==> src/rtl/rs_frame_pkg.sv <==
// Shared types and defaults for the RS frame assembler.
// State encoding is fixed so that debug probes of older designs stay meaningful.
package rs_frame_pkg;

   typedef enum logic [1:0] {
      S_IDLE     = 2'd0,
      S_COLLECT  = 2'd1,
      S_WAIT_DEC = 2'd2
   } state_t;

   localparam int FRAME_LEN_RS = 204;
   localparam int DATA_W_DEF   = 8;

endpackage

==> src/rtl/rs_frame_assembler_fifo.sv <==
// Synchronous first-word-fall-through FIFO; dout shows the head while not empty.
// A push into a full FIFO is accepted only when a pop frees a slot in the same cycle.
module sync_fifo #(
   parameter int DATA_W = 8,
   parameter int DEPTH  = 16
) (
   input  logic              clk,
   input  logic              reset,
   input  logic              push,
   input  logic              pop,
   input  logic [DATA_W-1:0] din,
   output logic [DATA_W-1:0] dout,
   output logic              full,
   output logic              empty
);

   localparam int AW = $clog2(DEPTH);

   logic [DATA_W-1:0] mem [DEPTH];
   logic [AW-1:0]     wr_ptr;
   logic [AW-1:0]     rd_ptr;
   logic [AW:0]       count;
   logic              wr_en;
   logic              rd_en;

   assign full  = (count == (AW+1)'(DEPTH));
   assign empty = (count == '0);
   assign rd_en = pop & ~empty;
   assign wr_en = push & (~full | rd_en);
   assign dout  = mem[rd_ptr];

   always_ff @(posedge clk) begin
      if (wr_en) begin
         mem[wr_ptr] <= din;
      end
   end

   always_ff @(posedge clk or posedge reset) begin
      if (reset) begin
         wr_ptr <= '0;
         rd_ptr <= '0;
         count  <= '0;
      end else begin
         if (wr_en) begin
            wr_ptr <= wr_ptr + AW'(1);
         end
         if (rd_en) begin
            rd_ptr <= rd_ptr + AW'(1);
         end
         case ({wr_en, rd_en})
            2'b10:   count <= count + (AW+1)'(1);
            2'b01:   count <= count - (AW+1)'(1);
            default: count <= count;
         endcase
      end
   end

endmodule

==> src/rtl/rs_frame_assembler.sv <==
// Cuts a UART byte stream into FRAME_LEN codewords for the RS decoder; 2-cycle rx-to-dec_ce latency.
// Frames are held off while the decoder works; bytes arriving on a full FIFO are dropped and flagged.
module rs_frame_assembler
   import rs_frame_pkg::*;
#(
   parameter int DATA_W      = DATA_W_DEF,
   parameter int FRAME_LEN   = FRAME_LEN_RS,
   parameter int FIFO_DEPTH  = 16,
   parameter int TIMEOUT_CYC = 100000
) (
   input  logic              clk,
   input  logic              reset,
   input  logic [DATA_W-1:0] rx_data,
   input  logic              rx_valid,
   input  logic              dec_done,
   output logic [DATA_W-1:0] dec_data,
   output logic              dec_ce,
   output logic              dec_sof,
   output logic              dec_eof,
   output logic              busy,
   output logic              frame_err,
   output logic              overflow,
   output logic [15:0]       frame_cnt
);

   localparam int IDX_W = $clog2(FRAME_LEN);
   localparam int TW    = $clog2(TIMEOUT_CYC + 1);
   localparam logic [IDX_W-1:0] LAST_IDX = IDX_W'(FRAME_LEN - 1);
   localparam logic [TW-1:0]    TMO_LAST = TW'(TIMEOUT_CYC - 1);

   state_t            state;
   state_t            next_state;
   logic              rx_valid_q;
   logic              push;
   logic              pop;
   logic              abort;
   logic              cnt_inc;
   logic [IDX_W-1:0]  byte_idx;
   logic [IDX_W-1:0]  idx_next;
   logic [TW-1:0]     idle_cnt;
   logic [TW-1:0]     idle_next;
   logic [DATA_W-1:0] fifo_dout;
   logic              fifo_full;
   logic              fifo_empty;

   // One byte per rising edge of the receiver's level-style valid.
   assign push = rx_valid & ~rx_valid_q;
   assign busy = (state != S_IDLE);

   sync_fifo #(
      .DATA_W (DATA_W),
      .DEPTH  (FIFO_DEPTH)
   ) u_fifo (
      .clk   (clk),
      .reset (reset),
      .push  (push),
      .pop   (pop),
      .din   (rx_data),
      .dout  (fifo_dout),
      .full  (fifo_full),
      .empty (fifo_empty)
   );

   always_ff @(posedge clk or posedge reset) begin
      if (reset) begin
         state <= S_IDLE;
      end else begin
         state <= next_state;
      end
   end

   always_comb begin
      next_state = state;
      pop        = 1'b0;
      abort      = 1'b0;
      cnt_inc    = 1'b0;
      idx_next   = byte_idx;
      idle_next  = '0;
      case (state)
         S_IDLE: begin
            if (!fifo_empty) begin
               pop        = 1'b1;
               idx_next   = IDX_W'(1);
               next_state = S_COLLECT;
            end
         end
         S_COLLECT: begin
            // A pop in the timeout cycle keeps the frame alive.
            if (!fifo_empty) begin
               pop = 1'b1;
               if (byte_idx == LAST_IDX) begin
                  idx_next   = '0;
                  next_state = S_WAIT_DEC;
               end else begin
                  idx_next = byte_idx + IDX_W'(1);
               end
            end else if (idle_cnt == TMO_LAST) begin
               abort      = 1'b1;
               idx_next   = '0;
               next_state = S_IDLE;
            end else begin
               idle_next = idle_cnt + TW'(1);
            end
         end
         S_WAIT_DEC: begin
            if (dec_done) begin
               cnt_inc    = 1'b1;
               next_state = S_IDLE;
            end
         end
         default: next_state = S_IDLE;
      endcase
   end

   always_ff @(posedge clk or posedge reset) begin
      if (reset) begin
         rx_valid_q <= 1'b0;
         byte_idx   <= '0;
         idle_cnt   <= '0;
         dec_data   <= '0;
         dec_ce     <= 1'b0;
         dec_sof    <= 1'b0;
         dec_eof    <= 1'b0;
         frame_err  <= 1'b0;
         overflow   <= 1'b0;
         frame_cnt  <= '0;
      end else begin
         rx_valid_q <= rx_valid;
         byte_idx   <= idx_next;
         idle_cnt   <= idle_next;
         dec_ce     <= pop;
         dec_sof    <= pop & (byte_idx == '0);
         dec_eof    <= pop & (byte_idx == LAST_IDX);
         frame_err  <= abort;
         overflow   <= push & fifo_full & ~pop;
         if (pop) begin
            dec_data <= fifo_dout;
         end
         if (cnt_inc) begin
            frame_cnt <= frame_cnt + 16'd1;
         end
      end
   end

endmodule

==> config.mk <==
export PLATFORM = sky130hd
export DESIGN_NAME = rs_frame_assembler
export DESIGN_NICKNAME = d
export VERILOG_FILES = /design/src/rtl/rs_frame_pkg.sv /design/src/rtl/rs_frame_assembler_fifo.sv /design/src/rtl/rs_frame_assembler.sv
export SDC_FILE = /design/constraint.sdc
export NUM_CORES = 1
export LEC_CHECK = 0
export ABC_AREA = 1
export CORE_MARGIN = 2
export CORE_UTILIZATION = 65
export CTS_CLUSTER_SIZE = 25
export DETAILED_ROUTE_END_ITERATION = 8
export PLACE_DENSITY = 0.88
export SLEW_MARGIN = 20
export SYNTH_ARGS = -nofsm -noshare
export SYNTH_HDL_FRONTEND = slang
export SYNTH_HIERARCHICAL = 1
export SYNTH_SLANG_ARGS = --single-unit
==> constraint.sdc <==
create_clock -name clk -period 6.9 [get_ports clk]
set_input_delay 0.69 -clock clk [delete_from_list [all_inputs] [get_ports clk]]
set_output_delay 0.69 -clock clk [all_outputs]
set_load 0.02 [all_outputs]
# [Yosys cells after proc, flatten, opt, wreduce, memory -nomap -nowiden]
# Memories as Yosys holds them, arrays and structs flattened. A register that Yosys moved wholly into a read port is not among the register bits.
# Cells that the tools add are included.
[classes] bitwise_logic=12 n_eq_ne=11 mux=24 order_cmp=0 shifts=0 reduce_logical=9 multipliers=0 n_addsub=7 n_div=0
[ops] cell="17-bit two-way mux" count=3
[ops] cell="8-bit two-way mux" count=4
[ops] cell="17-bit by 1-bit adder with 17-bit output (second input constant)" count=1
[ops] cell="17-bit == test (second input constant)" count=1
[ops] cell="16-bit by 1-bit adder with 16-bit output (second input constant)" count=1
[ops] cell="8-bit one-hot mux with 2 select lines" count=1
[ops] cell="2-bit two-way mux" count=5
[ops] cell="5-bit one-hot mux with 2 select lines" count=1
[ops] cell="1-bit two-way mux" count=9
[ops] cell="4-bit by 1-bit adder with 4-bit output (second input constant)" count=2
[ops] cell="8-bit by 1-bit adder with 8-bit output (second input constant)" count=1
[ops] cell="8-bit == test (second input constant)" count=1
[ops] cell="8-bit logical NOT" count=1
[ops] cell="1-bit AND" count=7
[ops] cell="3-bit inequality test (second input constant)" count=2
[ops] cell="2-bit one-hot mux with 3 select lines" count=1
[ops] cell="2-bit nonzero test" count=3
[ops] cell="5-bit by 1-bit adder with 5-bit output (second input constant)" count=1
[ops] cell="5-bit == test (second input constant)" count=1
[ops] cell="5-bit logical NOT" count=1
[ops] cell="5-bit by 1-bit subtractor with 5-bit output (second input constant)" count=1
[ops] cell="2-bit by 1-bit == test with 1-bit output (second input constant)" count=2
[ops] cell="2-bit == test (second input constant)" count=2
[ops] cell="2-bit inequality test (second input constant)" count=2
[ops] cell="6 further kinds" count=9
[totals] out_inout_bits=30 regBits=62 in_bits=12 romBits=0 n_memories=1 wordCells=77 latch_bits=0 ram_bits=128
[memory_table] memory="u_fifo.mem" words=16 word_bits=8 rd=1 rd_clocked_by_memory_dff=1 wr=1 line="rs_frame_assembler_fifo.sv:19" rtl="logic [DATA_W-1:0] mem [DEPTH];"

# [Logic depth before layout (Yosys ltp)]
# Gate-level depths: netlist (run 1).
[depth] word_depth=8 depth_mapped=18 mapped_depth_nobuf=18

# [By module]
# The synthesis (run 1) kept the hierarchy.
[by_module_without_submodules] mod="sync_fifo" area_each_um2=5926.9 instances=1 cells_each=479
[by_module_without_submodules] mod="rs_frame_assembler" area_each_um2=2896.5 instances=1 cells_each=361

# [Worst setup path before layout (run 1)]
# OpenSTA, ideal clock, no wires.
[synth_timing] path_type="reg2reg" from="reg u_fifo.count[1]" to="reg u_fifo.count[4]" required_ns=6.787 period_less_slack_ns=2.415 slack_ns=4.485 arrival_ns=2.302 stages_incl_launch_ff=18 path_cell_list="dfrtp_1 nor2_1 nand3_1 inv_1 inv_1 nand2_1 clkinv_1 nand2_2 inv_2 nand2_4 inv_1 ha_1 a21oi_1 nand3_1 nand2_1 nand3_1 nand2_1 inv_1"
[synth_via] elab_chain_len=8
[synth_rtl] item="start, declared" line="rs_frame_assembler_fifo.sv:22" rtl="logic [AW:0] count;"
[synth_rtl] item="start signal, assigned" line="rs_frame_assembler_fifo.sv:51" rtl="2'b10: count <= count + (AW+1)'(1);"
[synth_rtl] item="start signal, assigned" line="rs_frame_assembler_fifo.sv:52" rtl="2'b01: count <= count - (AW+1)'(1);"
[synth_rtl] item="start signal, assigned" line="rs_frame_assembler_fifo.sv:53" rtl="default: count <= count;"
[synth_rtl] item="5-bit logical NOT (*)" line="rs_frame_assembler_fifo.sv:27" rtl="assign empty = (count == '0);"
[synth_rtl] item="via fifo_empty" line="rs_frame_assembler.sv:44" rtl="logic fifo_empty;"
[synth_rtl] item="1-bit two-way mux (*)" line="rs_frame_assembler.sv:81, rs_frame_assembler.sv:89"
[synth_rtl] item="1-bit two-way mux (*)"
[synth_rtl] item="via pop" line="rs_frame_assembler.sv:35" rtl="logic pop;"
[synth_rtl] item="1-bit AND (*)" line="rs_frame_assembler_fifo.sv:28" rtl="assign rd_en = pop & ~empty;"
[synth_rtl] item="1-bit bitwise OR" line="rs_frame_assembler_fifo.sv:29" rtl="assign wr_en = push & (~full | rd_en);"
[synth_rtl] item="1-bit AND" line="rs_frame_assembler_fifo.sv:29"
[synth_rtl] item="2-bit by 1-bit == test with 1-bit output or 2-bit == test (tied branches)" line="rs_frame_assembler_fifo.sv:50" rtl="case ({wr_en, rd_en})"
[synth_rtl] item="5-bit one-hot mux with 2 select lines or 2-bit nonzero test (tied branches)"
# The timed path passes the listed nets; every way through them passes the cells marked *.
# A chain may end at the register's enable or synchronous reset.

# [Final worst setup path (run 1)]
# Same ends and word-level chain as after synthesis.

==> run metrics, run 1 <==
RSZ-0062 raised after global routing=no; cell mode on critical path=inv_1; fin crit share=0.448; CP Cell Sequence=nor2_1 -> nand3_1 -> inv_1 -> inv_1 -> nand2_1 -> clkinv_1 -> nand2_2 -> inv_2 -> nand2_4 -> inv_1 -> ha_1 -> a21oi_1 -> nand3_1 -> nand2_1 -> nand3_1 -> nand2_1 -> inv_1; Worst-Skew Late Latency=0.43 ns; Cell Pwr Density=374 nW/um^2; placed insts=1034; synthesized area per cell=10.5 sq um; Max Cap Viol=0; GRT Util Overall=0.278; Final TNS setup=0 ns; Min-Delay Path Class=reg -> reg; # H-tree levels=4; leak pwr=3.89 nW; initial antenna violation count=0; Hold Crit Endpoint=idle_cnt[0]$_DFF_PP0_; Slew @ Worst Pin=0.930 ns; # IOs=42; post-detail-place hpwl=12200 microns; final number of setup-violating endpoints=0; Slew HR=0.379; yosys warns=6; CTS Sinks=198; Site Rows=42; Via-to-Cell Ratio=5.82; count leader, synth=nor2_1; Die H=121 microns; top cells by area, synth=edfxtp_1 (44%), dfrtp_1 (20%), nor2_1 (6.7%), nand2_1 (5.7%), o21ai_0 (3.7%); n_diodes=0; Post-synth top cells=nor2_1 (157), nand2_1 (135), edfxtp_1 (128); Worst R2R Start=u_fifo/count[1]$_DFFE_PP0P_; Die ar.=14500 sq um; gate count of the mapped netlist=840; largest net degree at the start of global routing=76; DRT iter0 DRCs=852; Worst Min Path Start=idle_cnt[0]$_DFF_PP0_; Seq/Total Area, Yosys=0.634; leading area contributor after synthesis=edfxtp_1; CTS tree=done; Pwr Total=3.69 mW; Die W=121 microns; post-synth top area share=0.436; CTS Hold Buffers Added=0; worst hold slack=0.458 ns; gpl congestion=0.883; reg2reg setup slack=3.81 ns; startpoint types=flop; Synth cell types=40; Place WS=3.86 ns; vias in the first global route=6007; synthesis-stage register bit count=198; DRC viols=0; cell area after synthesis=8820 sq um; I/O Buffers=41; slowest CP cell=dfrtp_1; Critical Path End Type=flop; 1st-pass router iterations=7; Reg clk slew, reported paths=0.07 ns; Crit Path Category=reg -> reg; postcts setup bufs=0; final hold viol count=0; clock buffer depth=2; Slew Limit Fails=0; final WL=19000 microns; outcome=finished clean; syn_nets=865; Layout Cells excl Fill=1066; RR Endpoint=u_fifo/count[4]$_DFFE_PP0P_; core area=13200 sq um; first-pass GRT wire length=30300 microns; vias=6203; Top FF cell, synth=edfxtp_1; Final nets=902; Area Growth Syn to Fin=11.7%; share of layout cells above drive strength 1=0.0753; Worst Path Required=7.22 ns; CTS root buf=clkbuf_16; fmax=323 MHz; asr flop ratio synth=0.354; antenna viol nets, final=0; worst vdd ir=0.420 mV; grt ovf=0; CP Max Fanout=12; Hold Path Stages=1; CP peak stage delay=0.42 ns; EDFF count, synth=128; min Tclk post-route=3.09 ns; Reg2Reg Depth=17; TritonCTS Buffers=17; Worst Path Arrival=3.42 ns; post-cts resize count=0; Max Clock Skew=0.00923 ns; Initial Utilization=0.666; wire per inst=17.8 microns; final worst slack=3.81 ns
==> placed cells by master, fill, tap and decap left out, types with 2 or more instances in the layout <==
cell type / n
nor2_1: 157
nand2_1: 135
edfxtp_1: 128
dfrtp_1: 69
o21ai_0: 66
inv_1: 61
nand3_1: 42
clkdlybuf4s50_1: 41
o211ai_1: 32
xor2_1: 20
a21oi_1: 19
clkbuf_16: 17
ha_1: 12
o21ai_1: 11
xnor2_1: 9
inv_2: 7
nand2_2: 7
nand4_1: 5
inv_6: 5
nand2_4: 4
nor3b_1: 4
nor2_2: 3
nor2_4: 3
clkinv_2: 3
nor3_1: 3
inv_8: 3
buf_4: 3
clkinv_1: 2
nand3b_1: 2
clkbuf_1: 2
clkinvlp_4: 2
nand3_2: 2
==> worst max path at each step <==
stage / end / from / slack (ns)
global route: u_fifo/count[4]$_DFFE_PP0P_ / u_fifo/count[1]$_DFFE_PP0P_ / 3.40
detailed placement: u_fifo/count[3]$_DFFE_PP0P_ / u_fifo/count[1]$_DFFE_PP0P_ / 3.86
CTS: u_fifo/count[4]$_DFFE_PP0P_ / u_fifo/count[1]$_DFFE_PP0P_ / 3.82
finish: u_fifo/count[4]$_DFFE_PP0P_ / u_fifo/count[1]$_DFFE_PP0P_ / 3.81
global placement: u_fifo/count[4]$_DFFE_PP0P_ / u_fifo/count[1]$_DFFE_PP0P_ / 3.98
floorplan: u_fifo/count[4]$_DFFE_PP0P_ / u_fifo/count[1]$_DFFE_PP0P_ / 4.48
==> critical path, delay by kind of cell (launching register included) <==
family          cells  cell delay (ns)
buf+inv             6             0.75
flops               1             0.42
compound gates      1             0.19
simple gates        9             1.31
fa+ha+maj           1             0.32
==> power breakdown <==
group	switching (mW)	total, mW	internal [mW]
logic	0.832	1.24	0.405
registers	0.128	1.53	1.40
clock network	0.449	0.923	0.474
total	1.41	3.69	2.28
==> cell type report <==
class                   instances  area, sq um
clock inverters                13          111
multi-input cells             545         2790
fillers                       885         3390
clock buffers                  19          433
inverters                      71          268
flip-flops and latches        198         5600
well taps                     176          220
repair buffers                 44          433
==> routing by layer <==
layer  track usage  routed length [microns]  up-vias
met3        0.0599                     1180       45
li1              -                        -     2906
met5             0                        0        -
met1         0.336                     7160     3009
met2         0.486                    10000      243
met4         0.115                      604        0
==> cell families (layout without fill, tap and decap cells) <==
logic type,Yosys count,in the layout,synth area share
adder cells (fa/ha/maj),13,13,0.0193
flip-flops,198,198,0.634
buffers and inverters,97,147,0.0492
XOR/XNOR,29,29,0.0288
AO/OA/AOI/OAI,132,132,0.0855
AND/OR/NAND/NOR,371,371,0.183
==> registers in the layout, summed over array words and instances, names as in the netlist, 4 cells and up <==
signal         flops
u_fifo/mem       128
u_fifo/count       5
u_fifo/wr_ptr      4
u_fifo/rd_ptr      4
byte_idx           8
idle_cnt          17
frame_cnt         16
dec_data           8
==> metrics by stage <==
step | area [sq um] | utilization
2_1_floorplan | 8820 | -
3_3_place_gp | 9310 | 0.703
3_5_place_dp | 9310 | 0.703
4_1_cts | 9860 | 0.744
5_1_grt | 9860 | 0.744
6_report | 9860 | 0.744
(Power assumes the default switching activity.)
==> inputs of run 2 (changes only) <==
Settings changed: CORE_UTILIZATION 65 to 60, PLACE_DENSITY 0.88 to 0.82.
Clock period 6.9 ns to 3.12 ns, I/O delays scaled along.
==> run 2 against run 1 <==
  * Via count down 0.39%
  * Cell area increased by 0.58%
  * Clock power rose by 130%
  * Cell count rose by 1.1%
  * Clock skew is essentially flat
==> run metrics, run 2 (synthesized netlist as in run 1, its figures left out) <==
Worst Path Arrival=3.13 ns (was 3.42 ns); Worst-Skew Late Latency=0.44 ns (was 0.43 ns); CTS Hold Buffers Added=0 (unchanged); Worst Path Required=3.45 ns (was 7.22 ns); final number of setup-violating endpoints=0 (unchanged); commonest non-fill, non-tap cell in the layout=nor2_1 (unchanged); Max Clock Skew=0.00947 ns (was 0.00923 ns); Site Rows=44 (was 42); Min-Delay Path Class=in -> async (was reg -> reg); CTS root buf=clkbuf_16 (unchanged); leak pwr=3.92 nW (was 3.89 nW); final hold viol count=0 (unchanged); CP Max Fanout=12 (unchanged); slowest CP cell=dfrtp_1 (unchanged); GRT Util Overall=0.257 (was 0.278); Die H=125 microns (was 121 microns); TritonCTS Buffers=17 (unchanged); min Tclk post-route=2.80 ns (was 3.09 ns); post-detail-place hpwl=12800 microns (was 12200 microns); fin crit share=0.897 (was 0.448); Initial Utilization=0.612 (was 0.666); final instance area=9910 sq um (was 9860 sq um); GRT Max-Usage Layer=met2 (unchanged); wire per inst=18.0 microns (was 17.8 microns); DRC viols=0 (unchanged); I/O Buffers=41 (unchanged); # IOs=42 (unchanged); grt ovf=0 (unchanged); fmax=357 MHz (was 323 MHz); most frequent cells in the layout=nor2_1 (157), nand2_1 (135), edfxtp_1 (128), dfrtp_1 (69), o21ai_0 (66) (unchanged); Place WS=0.377 ns (was 3.86 ns); worst vdd ir=0.524 mV (was 0.420 mV); postcts setup bufs=0 (unchanged); largest register by flop count=u_fifo/mem (unchanged); Critical Path End Type=flop (unchanged); worst hold slack=0.313 ns (was 0.458 ns); DRT iter0 DRCs=837 (was 852); final WL=19400 microns (was 19000 microns); # H-tree levels=4 (unchanged); Crit Path Category=reg -> reg (unchanged); cell mode on critical path=inv_1 (unchanged); gpl congestion=0.859 (was 0.883); clock buffer depth=2 (unchanged); n_diodes=0 (unchanged); met3 Track Usage GR=0.0543 (was 0.0599); Final nets=906 (was 902); share of layout cells above drive strength 1=0.0783 (was 0.0753); startpoint types=flop (unchanged); outcome=finished clean (unchanged); RSZ-0062 raised after global routing=no (unchanged); Slew @ Worst Pin=0.829 ns (was 0.930 ns); CP Cell Sequence=nor2_1 -> nand3_1 -> inv_1 -> inv_1 -> nand2_1 -> clkinv_1 -> nand2_2 -> inv_2 -> nand2_4 -> inv_1 -> ha_1 -> a21oi_1 -> nand3_1 -> nand2_1 -> nand3_1 -> nand2_1 -> inv_1 (unchanged); Largest regs=u_fifo/mem: 128 flops, idle_cnt: 17 flops, frame_cnt: 16 flops (unchanged); final core utilization=0.687 (was 0.744); antenna viol nets, final=0 (unchanged); routing usage on met2=0.417 (was 0.486); Slew HR=0.446 (was 0.379); Slew Limit Fails=0 (unchanged); GRT met1 Usage=0.353 (was 0.336); placed inst area=9350 sq um (was 9310 sq um); CTS Sinks=198 (unchanged); CP peak stage delay=0.42 ns (about the same); largest net degree at the start of global routing=75 (was 76); Die ar.=15700 sq um (was 14500 sq um); 1st-pass router iterations=5 (was 7); vias in the first global route=5898 (was 6007); core area=14400 sq um (was 13200 sq um); vias=6179 (was 6203); Cell Pwr Density=831 nW/um^2 (was 374 nW/um^2); max reg flops=128 (unchanged); Reg clk slew, reported paths=0.07 ns (about the same); Final TNS setup=0 ns (unchanged); CTS tree=done (unchanged); Die W=125 microns (was 121 microns); final worst slack=0.321 ns (was 3.81 ns); Max Cap Viol=0 (unchanged); Via-to-Cell Ratio=5.73 (was 5.82); initial antenna violation count=0 (unchanged); first-pass GRT wire length=31000 microns (was 30300 microns); post-cts resize count=0 (unchanged); Area Growth Syn to Fin=12.4% (was 11.7%)
## run 2: changes by cell type in the layout (fill, tap and decap cells not counted), sizes merged
| cell | previous run | this run |
|---|---|---|
| clkinv | 6 | 7 |
| inv | 76 | 77 |
| clkinvlp | 2 | 0 |
| buf | 3 | 7 |
## run 2: final timing paths
check	from	end	slack, ns	cells past startpoint
max	u_fifo/count[1]$_DFFE_PP0P_	u_fifo/count[4]$_DFFE_PP0P_	0.32	17
min	reset	u_fifo/rd_ptr[2]$_DFFE_PP0N_	0.31	2
max reg2reg	u_fifo/count[1]$_DFFE_PP0P_	u_fifo/count[4]$_DFFE_PP0P_	0.32	17
min reg2reg	idle_cnt[0]$_DFF_PP0_	idle_cnt[0]$_DFF_PP0_	0.46	1
max in group asynchronous	reset	dec_sof$_DFF_PP0_	2.16	3
min in group clk	rx_valid	rx_valid_q$_DFF_PP0_	0.34	1
## run 2: cell type report
class	instances	area, sq um
clock buffers	19	433
inverters	71	268
well taps	184	230
fillers	1030	4510
clock inverters	13	129
repair buffers	48	463
flip-flops and latches	198	5600
multi-input cells	545	2790
## run 2: worst max-delay path: cells and delay by family, from the launching register on
family / cells / cell delay (ns)
DFF: 1 / 0.42
adders and majority gates: 1 / 0.33
and+or+nand+nor: 9 / 1.10
buffers and inverters: 6 / 0.67
AOI/OAI and AO/OA: 1 / 0.19
## run 2: per-layer routing
metal | routed length [microns] | vias to the layer above | share of wire
li1 | - | 2909 | -
met1 | 8280 | 2972 | 0.43
met2 | 9430 | 266 | 0.49
met3 | 1260 | 32 | 0.065
met4 | 414 | 0 | 0.021
met5 | 0 | - | 0
## run 2: report_power, final
part	total, mW	leakage, nW	switching [mW]	internal, mW
combinational	2.77	1.58	1.84	0.929
sequential	3.38	2.07	0.275	3.10
clock	2.09	0.277	1.02	1.06
## run 2: stage by stage
step	total power [mW]	instances
after global routing	8.69	1078
after global placement	6.04	1046
final	8.24	1078
after detailed placement	6.13	1046
after CTS	8.22	1078
after floorplan	5.30	840
==> inputs of run 3 (changes only) <==
Settings changed: CELL_PAD_IN_SITES_DETAIL_PLACEMENT from default to 0, CELL_PAD_IN_SITES_GLOBAL_PLACEMENT from default to 1, CORE_UTILIZATION 60 to 48.
==> run 3 against run 2 <==
  * Worst setup slack better by 0.028 ns
  * Critical path type unchanged
  * Critical endpoint unchanged
  * Register-to-register slack better by 0.03 ns
  * Clock skew is essentially flat
  * Largest power group unchanged
  * Combinational power decreased by 4%
  * Power shrank 0.98%
  * Critical path depth unchanged
  * Cell count increased by 4.5%
  * Highest routed layer unchanged
  * Clock power about the same
  * Wire length down 0.27%
==> run metrics, run 3 (synthesized netlist as in run 1, its figures left out) <==
RSZ-0062 raised after global routing=no (unchanged); Fill cells=1589 (was 1030); Max Clock Skew=0.00944 ns (was 0.00947 ns); post-detail-place hpwl=12800 microns (about the same); Slew HR=0.433 (was 0.446); CTS root buf=clkbuf_16 (unchanged); clock buffer depth=2 (unchanged); Multi-input gate area=2790 sq um (unchanged); critical path's top delay family=simple AND/OR/NAND/NOR gates (unchanged); Max Cap Viol=0 (unchanged); Reg2Reg Depth=17 (unchanged); gpl congestion=0.803 (was 0.859); Switching Fraction=0.377 (was 0.381); Die ar.=19500 sq um (was 15700 sq um); leak pwr=3.94 nW (was 3.92 nW); # H-tree levels=4 (unchanged); DRT iter0 DRCs=478 (was 837); CTS Sinks=198 (unchanged); Comb power frac=0.326 (was 0.336); grt ovf=0 (unchanged); TritonCTS Buffers=17 (unchanged); Cell Pwr Density=816 nW/um^2 (was 831 nW/um^2); largest register by flop count=u_fifo/mem (unchanged); core area=18000 sq um (was 14400 sq um); startpoint types=flop (unchanged); fmax=361 MHz (was 357 MHz); Site Rows=49 (was 44); Initial Utilization=0.490 (was 0.612); cell mode on critical path=inv_1 (unchanged); outcome=finished clean (unchanged); CTS Hold Buffers Added=0 (unchanged); CP peak stage delay=0.43 ns (was 0.42 ns); Critical Path End Type=flop (unchanged); Die H=140 microns (was 125 microns); n_diodes=0 (unchanged); RR Endpoint=u_fifo/count[4]$_DFFE_PP0P_ (unchanged); Area Growth Syn to Fin=13.3% (was 12.4%); fin crit share=0.888 (was 0.897); Largest regs=u_fifo/mem: 128 flops, idle_cnt: 17 flops, frame_cnt: 16 flops (unchanged); antenna viol nets, final=0 (unchanged); CP Cell Sequence=nor2_1 -> nand3_1 -> inv_1 -> inv_1 -> nand2_1 -> clkinv_1 -> nand2_2 -> inv_2 -> nand2_4 -> inv_1 -> ha_1 -> a21oi_1 -> nand3_1 -> nand2_1 -> nand3_1 -> nand2_1 -> inv_1 (unchanged); Crit Path Category=reg -> reg (unchanged); Clock power frac=0.253 (was 0.254); Final TNS setup=0 ns (unchanged); post-cts resize count=0 (unchanged); Via-to-Cell Ratio=5.23 (was 5.73); 1st-pass router iterations=5 (unchanged); Reg power frac=0.421 (was 0.410); internal power=5.08 mW (was 5.09 mW); # IOs=42 (unchanged); first-pass GRT wire length=30800 microns (was 31000 microns); largest net degree at the start of global routing=49 (was 75); most frequent cells in the layout=nor2_1 (157), nand2_1 (135), edfxtp_1 (128), dfrtp_1 (69), o21ai_0 (66) (unchanged); min Tclk post-route=2.77 ns (was 2.80 ns); Slew @ Worst Pin=0.848 ns (was 0.829 ns); final number of setup-violating endpoints=0 (unchanged); GRT Util Overall=0.205 (was 0.257); final hold viol count=0 (unchanged); vias in the first global route=5600 (was 5898); DRC viols=0 (unchanged); worst vdd ir=0.464 mV (was 0.524 mV); Reg clk slew, reported paths=0.07 ns (about the same); Worst R2R Start=u_fifo/count[1]$_DFFE_PP0P_ (unchanged); Die W=140 microns (was 125 microns); CTS tree=done (unchanged); Min-Delay Path Class=in -> async (unchanged); reg2reg setup slack=0.35 ns (was 0.32 ns); I/O Buffers=41 (unchanged); Worst Path Arrival=3.10 ns (was 3.13 ns); commonest non-fill, non-tap cell in the layout=nor2_1 (unchanged); vias=5898 (was 6179); wire per inst=17.1 microns (was 18.0 microns); slowest CP cell=dfrtp_1 (unchanged); Slew Limit Fails=0 (unchanged); Reg area=5600 sq um (unchanged); Worst Path Required=3.45 ns (about the same); share of layout cells above drive strength 1=0.0835 (was 0.0783); final WL=19300 microns (was 19400 microns); Buf+Inv Stages, Crit Path=6 (unchanged); CP Max Fanout=5 (was 12); Worst-Skew Late Latency=0.43 ns (was 0.44 ns); postcts setup bufs=0 (unchanged); P_sw=3.07 mW (was 3.14 mW); initial antenna violation count=0 (unchanged); final core utilization=0.554 (was 0.687); Final nets=911 (was 906); max reg flops=128 (unchanged)
-- run 3: how the worst max path moves through the flow --
stage                                start                          end  slack [ns]  depth (start not counted)
6_report       u_fifo/count[1]$_DFFE_PP0P_  u_fifo/count[4]$_DFFE_PP0P_        0.35                         17
5_1_grt        u_fifo/count[1]$_DFFE_PP0P_  u_fifo/count[4]$_DFFE_PP0P_        0.11                         17
4_1_cts        u_fifo/count[1]$_DFFE_PP0P_  u_fifo/count[4]$_DFFE_PP0P_        0.36                         17
3_5_place_dp   u_fifo/count[1]$_DFFE_PP0P_  u_fifo/count[4]$_DFFE_PP0P_        0.39                         17
3_3_place_gp   u_fifo/count[1]$_DFFE_PP0P_  u_fifo/count[4]$_DFFE_PP0P_        0.45                         17
2_1_floorplan  u_fifo/count[1]$_DFFE_PP0P_  u_fifo/count[4]$_DFFE_PP0P_        0.70                         17
-- run 3: worst reg2reg max path, cell delays in order, from the launching register on --
cell	delay, ns
dfrtp_1	0.43
nor2_1	0.21
nand3_1	0.21
inv_1	0.14
inv_1	0.09
nand2_1	0.13
clkinv_1	0.18
nand2_2	0.18
inv_2	0.08
nand2_4	0.08
inv_1	0.08
ha_1	0.32
a21oi_1	0.19
nand3_1	0.09
nand2_1	0.09
nand3_1	0.07
nand2_1	0.07
inv_1	0.04
-- run 3: layout make-up --
| cell class | count | share of cell area |
|---|---|---|
| Multi-Input combinational cell | 545 | 0.280 |
| Tap cell | 229 | 0.0287 |
| Clock buffer | 18 | 0.0429 |
| Inverter | 71 | 0.0269 |
| Sequential cell | 198 | 0.560 |
| Clock inverter | 13 | 0.0118 |
| Timing Repair Buffer | 53 | 0.0501 |
-- run 3: per-layer routing --
metal  share of wire  vias to the layer above  global-route usage
met4           0.018                        0              0.0595
met1            0.47                     2824               0.293
met5               0                        -                   0
li1                -                     2912                   -
met3           0.045                       20              0.0468
met2            0.47                      142               0.319
-- run 3: per-stage QoR --
step,cells,setup slack [ns],power [mW],hold slack [ns],cell area [sq um]
after detailed placement,1096,0.390,6.12,0.454,9450
after CTS,1127,0.363,8.19,0.291,9990
after global routing,1127,0.112,8.64,0.337,9990
final,1127,0.349,8.15,0.286,9990
after floorplan,840,0.705,5.30,0.189,8820
after global placement,1096,0.448,6.11,0.453,9450
-- run 3: power groups by stage --
stage,combinational [mW],sequential [mW],clock [mW]
6_report,2.66,3.43,2.06
5_1_grt,2.96,3.47,2.21
4_1_cts,2.66,3.43,2.11
3_5_place_dp,2.65,3.48,0
3_3_place_gp,2.64,3.48,0
2_1_floorplan,1.87,3.43,0
